**config.mk**
```make
export PLATFORM = sky130hd
export DESIGN_NAME = seg_decoder_flat
export DESIGN_NICKNAME = d
export VERILOG_FILES = /design/src/rtl/seg_decoder_if.sv /design/src/rtl/seg_decoder.sv /design/src/flat_wrapper.sv
export SDC_FILE = /design/constraint.sdc
export NUM_CORES = 1
export LEC_CHECK = 0
export ABC_AREA = 1
export CAP_MARGIN = 20
export CELL_PAD_IN_SITES_DETAIL_PLACEMENT = 0
export CELL_PAD_IN_SITES_GLOBAL_PLACEMENT = 1
export CORE_ASPECT_RATIO = 1.4
export CORE_MARGIN = 2
export CORE_UTILIZATION = 51
export DETAILED_ROUTE_END_ITERATION = 6
export DONT_BUFFER_PORTS = 1
export PLACE_DENSITY_LB_ADDON = 0.1
export SLEW_MARGIN = 20
export SYNTH_ARGS = -nofsm -noshare
export SYNTH_HDL_FRONTEND = slang
export SYNTH_SLANG_ARGS = --single-unit
```
**constraint.sdc**
```tcl
create_clock -name clk -period 5.8 [get_ports clk]
set_input_delay 0.87 -clock clk [delete_from_list [all_inputs] [get_ports clk]]
set_output_delay 0.87 -clock clk [all_outputs]
set_load 0.1 [all_outputs]
```
**src/rtl/seg_decoder_if.sv**
```systemverilog
// Multiplexed 7-segment bus seen by seg_decoder: active-low segment lines and digit strobes.
interface seg_decoder_if #(
  parameter int NUM_DIGITS = 6
);
  logic [7:0]            seg_in;
  logic [NUM_DIGITS-1:0] an_in;

  modport master (output seg_in, output an_in);
  modport slave  (input  seg_in, input  an_in);
endinterface

```
**src/rtl/seg_decoder.sv**
```systemverilog
// Recovers per-digit symbol codes from a scanned 7-segment bus with a stability filter.
// Optional SEG_DECODE_DP_EN: treat seg_in[7] as decimal point and report it on dp_out.
module seg_decoder #(
  parameter int NUM_DIGITS    = 6,
  parameter int STABLE_CYCLES = 4,
  parameter int CNT_W         = 8,
  localparam int IDX_W        = (NUM_DIGITS > 1) ? $clog2(NUM_DIGITS) : 1
) (
  input  logic                    clk,
  input  logic                    rst_n,
  seg_decoder_if.slave            bus,
  output logic [5*NUM_DIGITS-1:0] code_out,
  output logic [NUM_DIGITS-1:0]   digit_valid,
  output logic                    update_pulse,
  output logic [IDX_W-1:0]        update_idx,
  output logic                    err_pulse,
  output logic [NUM_DIGITS-1:0]   dp_out
);
  // state   | meaning
  // IDLE    | bus unchanged since reset
  // SETTLE  | sample changed, counting identical samples
  // CAPTURE | sample stable long enough, decode and store this cycle
  // HOLD    | captured; wait for the next change before settling again
  typedef enum logic [1:0] {IDLE, SETTLE, CAPTURE, HOLD} state_t;

  state_t                state;
  logic [7:0]            seg_s1, seg_s2, seg_prev;
  logic [NUM_DIGITS-1:0] an_s1, an_s2, an_prev;
  logic [CNT_W-1:0]      cnt;
  logic                  change;
  logic [NUM_DIGITS-1:0] an_low;
  logic                  an_onehot;
  logic [IDX_W-1:0]      an_idx;
  logic [7:0]            key;
  logic                  dec_ok;
  logic [4:0]            dec_code;

  assign change = (seg_s2 != seg_prev) || (an_s2 != an_prev);

  always_comb begin
    an_low    = ~an_prev;
    an_onehot = (an_low != '0) && ((an_low & (an_low - NUM_DIGITS'(1))) == '0);
    an_idx    = '0;
    for (int i = 0; i < NUM_DIGITS; i++)
      if (an_low[i]) an_idx = IDX_W'(i);
  end

`ifdef SEG_DECODE_DP_EN
  // Table entries all have bit7 set, so forcing it high matches on the 7 segment lines only.
  assign key = {1'b1, seg_prev[6:0]};
`else
  assign key = seg_prev;
`endif

  always_comb begin
    dec_ok   = 1'b1;
    dec_code = 5'd19;
    case (key)
      8'hC0: dec_code = 5'd0;
      8'hF9: dec_code = 5'd1;
      8'hA4: dec_code = 5'd2;
      8'hB0: dec_code = 5'd3;
      8'h99: dec_code = 5'd4;
      8'h92: dec_code = 5'd5;
      8'h82: dec_code = 5'd6;
      8'hF8: dec_code = 5'd7;
      8'h80: dec_code = 5'd8;
      8'h90: dec_code = 5'd9;
      8'h88: dec_code = 5'd10;
      8'h83: dec_code = 5'd11;
      8'hC6: dec_code = 5'd12;
      8'hA1: dec_code = 5'd13;
      8'h86: dec_code = 5'd14;
      8'h8E: dec_code = 5'd15;
      8'hAF: dec_code = 5'd16;
      8'h87: dec_code = 5'd18;
      8'hFF: dec_code = 5'd19;
      default: dec_ok = 1'b0;
    endcase
  end

`ifdef SEG_DECODE_DP_EN
  logic [NUM_DIGITS-1:0] dp_r;
  assign dp_out = dp_r;
`else
  assign dp_out = '0;
`endif

  always_ff @(posedge clk or negedge rst_n) begin
    if (!rst_n) begin
      seg_s1       <= '1;
      seg_s2       <= '1;
      seg_prev     <= '1;
      an_s1        <= '1;
      an_s2        <= '1;
      an_prev      <= '1;
      cnt          <= '0;
      state        <= IDLE;
      code_out     <= {NUM_DIGITS{5'd19}};
      digit_valid  <= '0;
      update_pulse <= 1'b0;
      update_idx   <= '0;
      err_pulse    <= 1'b0;
`ifdef SEG_DECODE_DP_EN
      dp_r         <= '0;
`endif
    end else begin
      seg_s1       <= bus.seg_in;
      seg_s2       <= seg_s1;
      seg_prev     <= seg_s2;
      an_s1        <= bus.an_in;
      an_s2        <= an_s1;
      an_prev      <= an_s2;
      update_pulse <= 1'b0;
      err_pulse    <= 1'b0;

      if (change) cnt <= '0;
      else if (cnt < CNT_W'(STABLE_CYCLES)) cnt <= cnt + CNT_W'(1);

      case (state)
        IDLE:   if (change) state <= SETTLE;
        // Leave on the edge where the count reaches STABLE_CYCLES.
        SETTLE: if (!change && cnt == CNT_W'(STABLE_CYCLES - 1)) state <= CAPTURE;
        CAPTURE: begin
          state <= change ? SETTLE : HOLD;
          if (an_onehot) begin
            if (dec_ok) begin
              code_out[5*an_idx +: 5] <= dec_code;
              digit_valid[an_idx]     <= 1'b1;
              update_pulse            <= 1'b1;
              update_idx              <= an_idx;
`ifdef SEG_DECODE_DP_EN
              dp_r[an_idx]            <= ~seg_prev[7];
`endif
            end else begin
              err_pulse <= 1'b1;
            end
          end
        end
        HOLD:   if (change) state <= SETTLE;
        default: state <= IDLE;
      endcase
    end
  end
endmodule
```
**src/flat_wrapper.sv**
```systemverilog
// flat-port wrapper written by rule: the top's interface ports become plain ports
module seg_decoder_flat 
#(
  parameter int NUM_DIGITS    = 6,
  parameter int STABLE_CYCLES = 4,
  parameter int CNT_W         = 8,
  localparam int IDX_W        = (NUM_DIGITS > 1) ? $clog2(NUM_DIGITS) : 1
)
  (clk, rst_n, code_out, digit_valid, update_pulse, update_idx, err_pulse, dp_out, bus_seg_in, bus_an_in);
  seg_decoder_if #(.NUM_DIGITS(NUM_DIGITS)) bus_i ();
  input  logic clk;
  input  logic rst_n;
  output logic [5*NUM_DIGITS-1:0] code_out;
  output logic [NUM_DIGITS-1:0] digit_valid;
  output logic update_pulse;
  output logic [IDX_W-1:0] update_idx;
  output logic err_pulse;
  output logic [NUM_DIGITS-1:0] dp_out;
  input wire logic [$bits(bus_i.seg_in)-1:0] bus_seg_in;
  input wire logic [$bits(bus_i.an_in)-1:0] bus_an_in;
  assign bus_i.seg_in = bus_seg_in;
  assign bus_i.an_in = bus_an_in;
  seg_decoder #(.NUM_DIGITS(NUM_DIGITS), .STABLE_CYCLES(STABLE_CYCLES), .CNT_W(CNT_W)) u_core (.clk(clk), .rst_n(rst_n), .bus(bus_i), .code_out(code_out), .digit_valid(digit_valid), .update_pulse(update_pulse), .update_idx(update_idx), .err_pulse(err_pulse), .dp_out(dp_out));
endmodule
```
==> results.md, run 1 <==
Synthesis:
- Counting flops with a built-in enable in the synthesized netlist gives 0.
- The cell count after synthesis came out at approximately 470.
- In the synthesized netlist the dominant register cell turns out to be sky130_fd_sc_hd__dfstp_2.
- The netlist area before placement is 0.00425 mm^2.
- The count of unique library cells instantiated by Yosys is 33.
- The post-synthesis area per instance is 9.06 um^2.
- The number of synthesized register bits is 93.
- For this run, the number of Yosys warnings is 0.
- In the synthesized netlist the async set-or-reset flop fraction comes to 100%.
- The sequential cell area fraction in the yosys report is between 50% and 60%.

Setup path:
- The nature of the critical path endpoint is a register.
- The biggest cell delay along the critical path is about 0.57 ns.
- The cell with the largest stage delay on the worst path is sky130_fd_sc_hd__dfstp_2.
- For the worst flop-to-flop path, the logic depth is 11.
- Traced cell by cell, the critical path runs through inv_1 > nor2_1 > a31oi_1 > buf_4 > inv_1 > ha_1 > xnor2_1 > inv_1 > nor2_1 > nand4_2 > o21ai_1.
- The setup path with the least slack is of type reg2reg.
- Counting buffers and inverters, the worst setup path is 11 cells deep.
- The top fanout value on the critical path is 15.
- The arrival time of data at the critical path endpoint is approximately 2.7 ns.
- The dominant delay contributor by cell family on the critical path is simple AND/OR/NAND/NOR gates.
- Counting both buffers and inverters, the worst setup path holds a total of 4.
- STA puts the critical path data required time at 6.05 ns.
- The most numerous cell type found on the critical path is sky130_fd_sc_hd__inv_1.
- The type of element launching the critical path is a register.

Cells and area:
- The post-route cell area is around 0.0046 mm^2.
- The final layout contains 500 nets.
- The synthesis-to-finish area growth is 9.46%.
- The non-filler instance count after layout is 584.
- The number of antenna repair diodes is 0.
- The total of fill cells in the finished design is roughly 710.
- The proportion of layout cells with a drive suffix above 1 is around a quarter.

Clock tree:
- The deepest level of the CTS H-tree is 3.
- After clock tree synthesis, the clock-pin slew on the worst setup and hold paths is ~0.070 ns.
- The number of hold buffers added after CTS was 0.
- Clock tree synthesis inserted a total of 9 buffers.
- The CTS tree is yes.
- The longest clock path from root to sink contains 2 buffers.
- The total setup buffers inserted after CTS is 0.
- The CTS root buffer is sky130_fd_sc_hd__clkbuf_16.
- The count of clock tree sinks is 93.
- The clock network latency to the later pin of the worst-skew pair is about 0.34 ns.
- The number of instances resized during post-cts repair is 0.

Routing:
- The first routing iteration left 110 violations.
- Dividing the detail-routed via count by the number of cells gives 4.98.
- The final wirelength is a little over 8 mm.
- Dividing the detail-routed wire length by the instance count gives roughly 14 um.
- The final route contains 2,910 vias.
- The post-route antenna net violation count is 0.
- In the routed design, unresolved DRC markers number 0.
- The first TritonRoute pass finished after 4 iterations.

Global routing:
- Entering global routing, the biggest net connects between 90 and 100 pins.
- The wire length of the first global-routing pass is 13.3 mm.
- The number of antenna violations at the first check in global routing is 0.
- For this run, the total global-route usage over all layers was measured as between 10% and 20%.
- The via count of the first global-routing pass is between 2,000 and 3,000.
- The overflow left after global routing is 0.

STA:
- Setup repair after global routing left no endpoint under its margin.
- The worst path in the final design needs a cycle of between 2 and 2.5 ns, including I/O delays and setup.
- Measured against its own limit, the worst slew margin works out to 37.5%.
- For the final routed database, the setup TNS stands at 0 ns.
- The max-slew violation count is 0.
- At the pin with the least slew margin, the transition time is 0.938 ns.
- Setup violations remaining at the end of the flow were counted as 0.
- The number of hold violations in the final report was 0.
- The clock skew is 0.0132 ns.
- The maximum clock frequency is around 0.4 GHz.
- The worst path setup slack after routing is around 3.3 ns.
- The fraction of the cycle the final worst path needs is between 40% and 50%.

Floorplanning:
- The boundary pin count is 63.
- The floorplan step set the die width to 81.1 um.
- The initial utilization of the core area, before any placement, comes to a little over half.
- Measured along the y axis, the die boundary spans roughly 110 um.
- The placement row count is 39.
- The floorplan step defined a core boundary enclosing roughly 0.0081 mm^2.
- The area of the die is around 0.0091 mm^2.

Power and ir drop:
- The overall power consumption is 1.47 mW.
- Summed over all cells, the static leakage comes to ~2.2 nW.
- The areal power density over the cells is around 320 mW/mm^2.
- The maximum ir drop on the vdd rail is between 0.0002 and 0.00025 V.

Run status:
- The flow ran to the end, and the final reports show no timing, DRC or antenna violations.

Placement:
- At the end of routability-driven placement, the weighted congestion stood at 0.931.
- The pre-CTS setup slack is roughly 3.3 ns.
- The number of port buffers is 0.
- Detailed placement finished with a half-perimeter wire length of 6.23 mm.
- The standard cell area after detailed placement is around 0.0043 mm^2.
- Including well taps, the total number of placed cells is 568.

Hold path:
- The worst hold path belongs to the class in2async.

Flow run:
- Max-cap violations in this run came to 0.
-- synth_stat cells, types with 3 or more instances --
cell	n	share of area, %
sky130_fd_sc_hd__nand2_1	126	11
sky130_fd_sc_hd__nor2_1	63	5.6
sky130_fd_sc_hd__dfstp_2	60	37
sky130_fd_sc_hd__inv_1	45	4.0
sky130_fd_sc_hd__dfrtp_1	33	19
sky130_fd_sc_hd__o21ai_1	28	3.3
sky130_fd_sc_hd__nand3_1	15	1.8
sky130_fd_sc_hd__nand2_2	9	1.3
sky130_fd_sc_hd__inv_2	8	0.71
sky130_fd_sc_hd__xnor2_1	8	1.6
sky130_fd_sc_hd__buf_4	7	1.2
sky130_fd_sc_hd__ha_1	7	2.1
sky130_fd_sc_hd__nor2_2	7	1.0
sky130_fd_sc_hd__or2_2	6	0.88
sky130_fd_sc_hd__a21oi_1	5	0.59
sky130_fd_sc_hd__nand4_1	5	0.74
sky130_fd_sc_hd__nor3_1	5	0.59
sky130_fd_sc_hd__o21ai_0	5	0.59
sky130_fd_sc_hd__o21bai_1	5	0.88
sky130_fd_sc_hd__nand3_2	4	0.94
sky130_fd_sc_hd__nand4_2	4	1.2
sky130_fd_sc_hd__o21bai_2	3	0.80
-- through the flow --
stage          util, %  hold slack, ns
2_1_floorplan        -           0.345
3_3_place_gp      53.2           0.346
3_5_place_dp      53.2           0.347
4_1_cts           57.1           0.206
5_1_grt           57.1           0.208
6_report          57.1           0.225
-- layer usage --
metal | wire length, um | vias up | share of wire [%] | track usage [%]
met5 | 0 | - | 0 | 0
met4 | 249 | 0 | 3.0 | 11.3
met3 | 326 | 18 | 3.9 | 3.32
met2 | 4430 | 70 | 54 | 35.2
met1 | 3260 | 1354 | 39 | 21.1
li1 | - | 1468 | - | -
-- power by group --
| part | internal (mW) | switching, mW | total (mW) |
|---|---|---|---|
| Combinational | 0.0394 | 0.0870 | 0.126 |
| Clock | 0.364 | 0.250 | 0.614 |
| Sequential | 0.687 | 0.0436 | 0.731 |
| Total | 1.09 | 0.380 | 1.47 |
-- layout make-up --
cell class | instances | area, um^2 | area share, %
multi-input combinational | 317 | 1590 | 34.1
clock inverter | 5 | 62.6 | 1.35
sequential | 93 | 2400 | 51.7
clock buffer | 11 | 254 | 5.46
inverter | 54 | 203 | 4.36
timing repair buffer | 2 | 15.0 | 0.323
tap | 102 | 128 | 2.74
-- cell usage in the layout, fill, tap and decap left out, types with 2 or more instances in the layout --
cell,Yosys,final
sky130_fd_sc_hd__nand3_2,4,4
sky130_fd_sc_hd__o21ai_0,5,5
sky130_fd_sc_hd__o21ai_1,28,28
sky130_fd_sc_hd__dfstp_2,60,60
sky130_fd_sc_hd__nand3_1,15,15
sky130_fd_sc_hd__nand4_1,5,5
sky130_fd_sc_hd__ha_1,7,7
sky130_fd_sc_hd__xnor2_1,8,8
sky130_fd_sc_hd__or2_2,6,6
sky130_fd_sc_hd__o21bai_1,5,5
sky130_fd_sc_hd__nand4_2,4,4
sky130_fd_sc_hd__clkbuf_16,0,10
sky130_fd_sc_hd__nor3_1,5,5
sky130_fd_sc_hd__inv_2,8,8
sky130_fd_sc_hd__nor2_1,63,63
sky130_fd_sc_hd__nand2_2,9,9
sky130_fd_sc_hd__inv_6,0,2
sky130_fd_sc_hd__nor2_2,7,7
sky130_fd_sc_hd__conb_1,1,6
sky130_fd_sc_hd__dfrtp_1,33,33
sky130_fd_sc_hd__a21oi_1,5,5
sky130_fd_sc_hd__inv_1,45,45
sky130_fd_sc_hd__buf_4,7,2
sky130_fd_sc_hd__o21bai_2,3,3
sky130_fd_sc_hd__nand2_1,126,126
-- kinds of logic after synthesis --
family	count (synthesis)	share of synthesized area, %
simple gates	248	26.6
compound gates	47	6.30
buf+inv	64	6.57
xor+xnor	9	1.86
flops	93	56.6
fa+ha+maj	7	2.06
other cells	1	0.0883
-- flip-flops by register name, indices dropped and copies added, names as in the netlist --
name / flops
u_core.an_s1: 6
u_core.update_idx: 3
u_core.digit_valid: 6
u_core.err_pulse: 1
u_core.seg_s2: 8
u_core.an_prev: 6
u_core.cnt: 8
u_core.code_out: 30
u_core.state: 2
u_core.seg_s1: 8
u_core.an_s2: 6
u_core.key: 8
u_core.update_pulse: 1
-- path summary, 6_finish.rpt --
check | startpoint | endpoint | slack (ns)
min reg2reg | u_core.seg_s1[1] | u_core.seg_s2[1] | 0.36
max in group asynchronous | rst_n | u_core.key[1] | 5.32
min | rst_n | u_core.code_out[22] | 0.22
max reg2reg | u_core.an_prev[5] | u_core.code_out[12] | 3.31
min in group clk | u_core.seg_s1[1] | u_core.seg_s2[1] | 0.36
max | u_core.an_prev[5] | u_core.code_out[12] | 3.31
-- worst register-to-register path, stage by stage (launching register included) --
cell	delay, ns
sky130_fd_sc_hd__dfstp_2	0.57
sky130_fd_sc_hd__inv_1	0.06
sky130_fd_sc_hd__nor2_1	0.25
sky130_fd_sc_hd__a31oi_1	0.07
sky130_fd_sc_hd__buf_4	0.20
sky130_fd_sc_hd__inv_1	0.13
sky130_fd_sc_hd__ha_1	0.17
sky130_fd_sc_hd__xnor2_1	0.18
sky130_fd_sc_hd__inv_1	0.16
sky130_fd_sc_hd__nor2_1	0.21
sky130_fd_sc_hd__nand4_2	0.20
sky130_fd_sc_hd__o21ai_1	0.19
Note: power is estimated with default switching activity, not from simulation.
==> run 2: changes to the inputs <==
Settings changed: CORE_UTILIZATION 51 to 48.
Clock period 5.8 ns to 2.3 ns, I/O delays scaled along.
==> results.md, run 2 (synthesis gave the netlist of run 1 again) <==
Clock tree:
- The count of clock tree sinks is 93 (unchanged).
- The CTS root buffer is sky130_fd_sc_hd__clkbuf_16.
- The clock-pin slew reported for the worst setup and hold paths after clock tree synthesis is 0.06 ns (about the same).
- The post-cts hold buffer count is 14 (+14).
- The total CTS buffers was 9 (unchanged).
- TritonCTS built the clock tree.
- The total setup buffers inserted after CTS is 0 (unchanged).
- The deepest level of the CTS H-tree was 3 (unchanged).
- The clock network latency to the later pin of the worst-skew pair is 0.33 ns (about the same).
- The maximum number of buffers from clock root to sink is 2 (unchanged).

Flow run:
- The total of max-cap violations is 0 (unchanged).

Cells and area:
- Leaving out fill and tap cells, the most frequent cells in the layout are sky130_fd_sc_hd__nand2_1, sky130_fd_sc_hd__nor2_1, sky130_fd_sc_hd__dfstp_2.
- The largest register by flop count is u_core.code_out.
- The number of nets in the layout is 541 (+8.2%).
- Compared with the post-synthesis result, the final layout area differs by 17.3%.
- The number of antenna repair diodes is 0 (unchanged).
- The proportion of layout cells with a drive suffix above 1 came to 28.9% (+3.8 points).
- The flip-flop count of the largest register after layout is 30 (unchanged).
- The most frequent standard cell in the layout excluding fill and tap cells is sky130_fd_sc_hd__nand2_1.
- The total of fill cells in the finished design is 775 (+9.8%).
- The combined flip-flop and latch cell area is 0.00240 mm^2 (unchanged).
- The area of combinational cells with multiple inputs is 0.00159 mm^2 (+0.32%).

STA:
- The total negative slack was 0 ns (unchanged).
- Setup repair after global routing left no endpoint under its margin.
- The fraction of the cycle the final worst path needs is 91.7% (+49 points).
- The number of hold violations in the final report is 93 (+93).
- The worst slew margin relative to its limit is 39.8% (+2.3 points).
- The maximum clock frequency is 0.474 GHz (+18%).
- The clock skew is 0.00562 ns (-0.00761 ns).
- The post-layout minimum cycle time is 2.11 ns (-0.381 ns).
- The slew at the pin closest to its max-slew limit is 0.904 ns (-0.0342 ns).
- The final number of setup-violating endpoints is 0 (unchanged).
- The max-slew violation count is 0 (unchanged).
- The hold slack was -0.294 ns (-0.519 ns).

Routing:
- The vias after detailed routing is 3,043 (+4.6%).
- The post-route antenna net violation count is 0 (unchanged).
- The number of detailed-route iterations in the first pass is 4 (unchanged).
- The final wirelength is 8.40 mm (+1.7%).
- The iteration-0 DRC count of the detailed router is 152 (+38%).
- The average wire per standard cell is 13.4 um (-5.4%).
- The final routed DRC violation total is 0 (unchanged).
- The via density per instance is 4.85 (-2.8%).

Setup path:
- The arrival time of data at the critical path endpoint is 2.37 ns (-0.37 ns).
- STA classifies the critical path startpoint as a register.
- The path depth of the worst reg2reg path is 13 (+2).
- The data required time at the worst endpoint was 2.56 ns (-3.49 ns).
- STA classifies the critical path endpoint as a register.
- The critical path in this run is classified as reg2reg.
- The setup slack of the worst register-to-register path is 0.19 ns (-3.12 ns).
- The critical path goes through inv_1 > nand2_1 > nor2_2 > nand2_1 > nand2_1 > inv_1 > nand2_1 > nor2_1 > nand3_2 > buf_4 > nand3b_4 > nand2_1 > o21ai_1.
- The cell that appears most often on the critical path is sky130_fd_sc_hd__nand2_1.
- The dominant delay contributor by cell family on the critical path is simple AND/OR/NAND/NOR gates.
- The biggest cell delay along the critical path is 0.55 ns (-0.02 ns).
- The startpoint identified for the worst register-to-register timing path is u_core.key[5].
- The critical path buffer and inverter count is 3 (-1).
- The cell with the largest stage delay on the worst path is sky130_fd_sc_hd__dfstp_2.
- The endpoint of the lowest-slack register-to-register path is u_core.code_out[29].
- The top fanout value on the critical path is 10 (-5).

Run status:
- The run finished, with violations left.
- The final reports fail on negative hold slack.

Floorplanning:
- The boundary pin count is 63 (unchanged).
- The starting utilization of the core area was 49.3% (-2.8 points).
- The vertical die dimension is 115 um (+3.0%).
- The die width is 83.5 um (+2.9%).
- The area of the die is 0.00963 mm^2 (+6.0%).
- The core area is 0.00861 mm^2 (+5.6%).
- The placement row count was 40 (+2.6%).

Hold path:
- The worst hold path class is in2async.

Power and ir drop:
- The maximum ir drop on the vdd rail is 0.000623 V (+160%).
- The areal power density over the cells is 733 mW/mm^2 (+130%).
- The reported leakage power is 2.43 nW (+8.5%).

Placement:
- The routability-driven placement congestion ratio is 0.890 (-4.4%).
- The number of port buffers was 0 (unchanged).
- The HPWL after detailed placement is 6.43 mm (+3.1%).

Global routing:
- The number of antenna violations at the first check in global routing was 0 (unchanged).
- The via count of the first global-routing pass came to 3,106 (+7.9%).
- The total routing resource utilization after global routing is 18.5% (-1.1 points).
- The overflow left after global routing is 0 (unchanged).
- The wire length of the first global-routing pass is 14.1 mm (+5.8%).
- The pin count of the biggest net entering global routing is 94 (unchanged).
[run 2: cell type report]
type	count	area share [%]
Clock inverter	7	1.51
Tap cell	105	2.64
Multi-Input combinational cell	317	31.9
Sequential cell	93	48.2
Timing Repair Buffer	43	7.18
Clock buffer	9	4.52
Inverter	54	4.07
[run 2: where the power goes]
part	switching, mW	internal [mW]	total (mW)
registers	0.0722	1.73	1.81
clock network	0.606	0.847	1.45
logic	0.265	0.131	0.396
[run 2: layer usage]
| metal | GRT usage [%] | wire (um) | share of wire, % | vias up |
|---|---|---|---|---|
| met2 | 35.4 | 4630 | 55 | 66 |
| met5 | 0 | 0 | 0 | - |
| met4 | 6.88 | 172 | 2.0 | 0 |
| li1 | - | - | - | 1549 |
| met1 | 19.7 | 3280 | 39 | 1413 |
| met3 | 4.67 | 320 | 3.8 | 15 |
[run 2: worst max-delay path by stage]
stage,slack [ns],cells after the start,startpoint,to
after global placement,0.20,10,u_core.an_prev[5],u_core.code_out[2]
after CTS,0.17,9,u_core.an_prev[5],u_core.code_out[14]
after global routing,0.01,9,u_core.an_prev[4],u_core.code_out[10]
after detailed placement,0.18,9,u_core.an_prev[5],u_core.code_out[14]
after floorplan,0.11,10,u_core.an_prev[4],u_core.code_out[12]
final,0.19,13,u_core.key[5],u_core.code_out[29]
[run 2: stage by stage]
stage | power (mW) | setup slack, ns | cells | utilization [%] | area [um^2]
finish | 3.65 | 0.190 | 628 | 57.9 | 4980
global route | 3.81 | 0.0133 | 628 | 57.9 | 4980
CTS | 3.70 | 0.171 | 628 | 57.8 | 4980
detailed placement | 2.21 | 0.182 | 598 | 52.7 | 4540
global placement | 2.21 | 0.203 | 598 | 52.7 | 4540
floorplan | 2.14 | 0.108 | 474 | - | 4270
[run 2: what timing repair did]
| action | in CTS | in global routing |
|---|---|---|
| hold endpoints to repair | 107 | 93 |
| resized for setup | 0 | 2 |
| endpoints found under the setup margin | 0 | 10 |
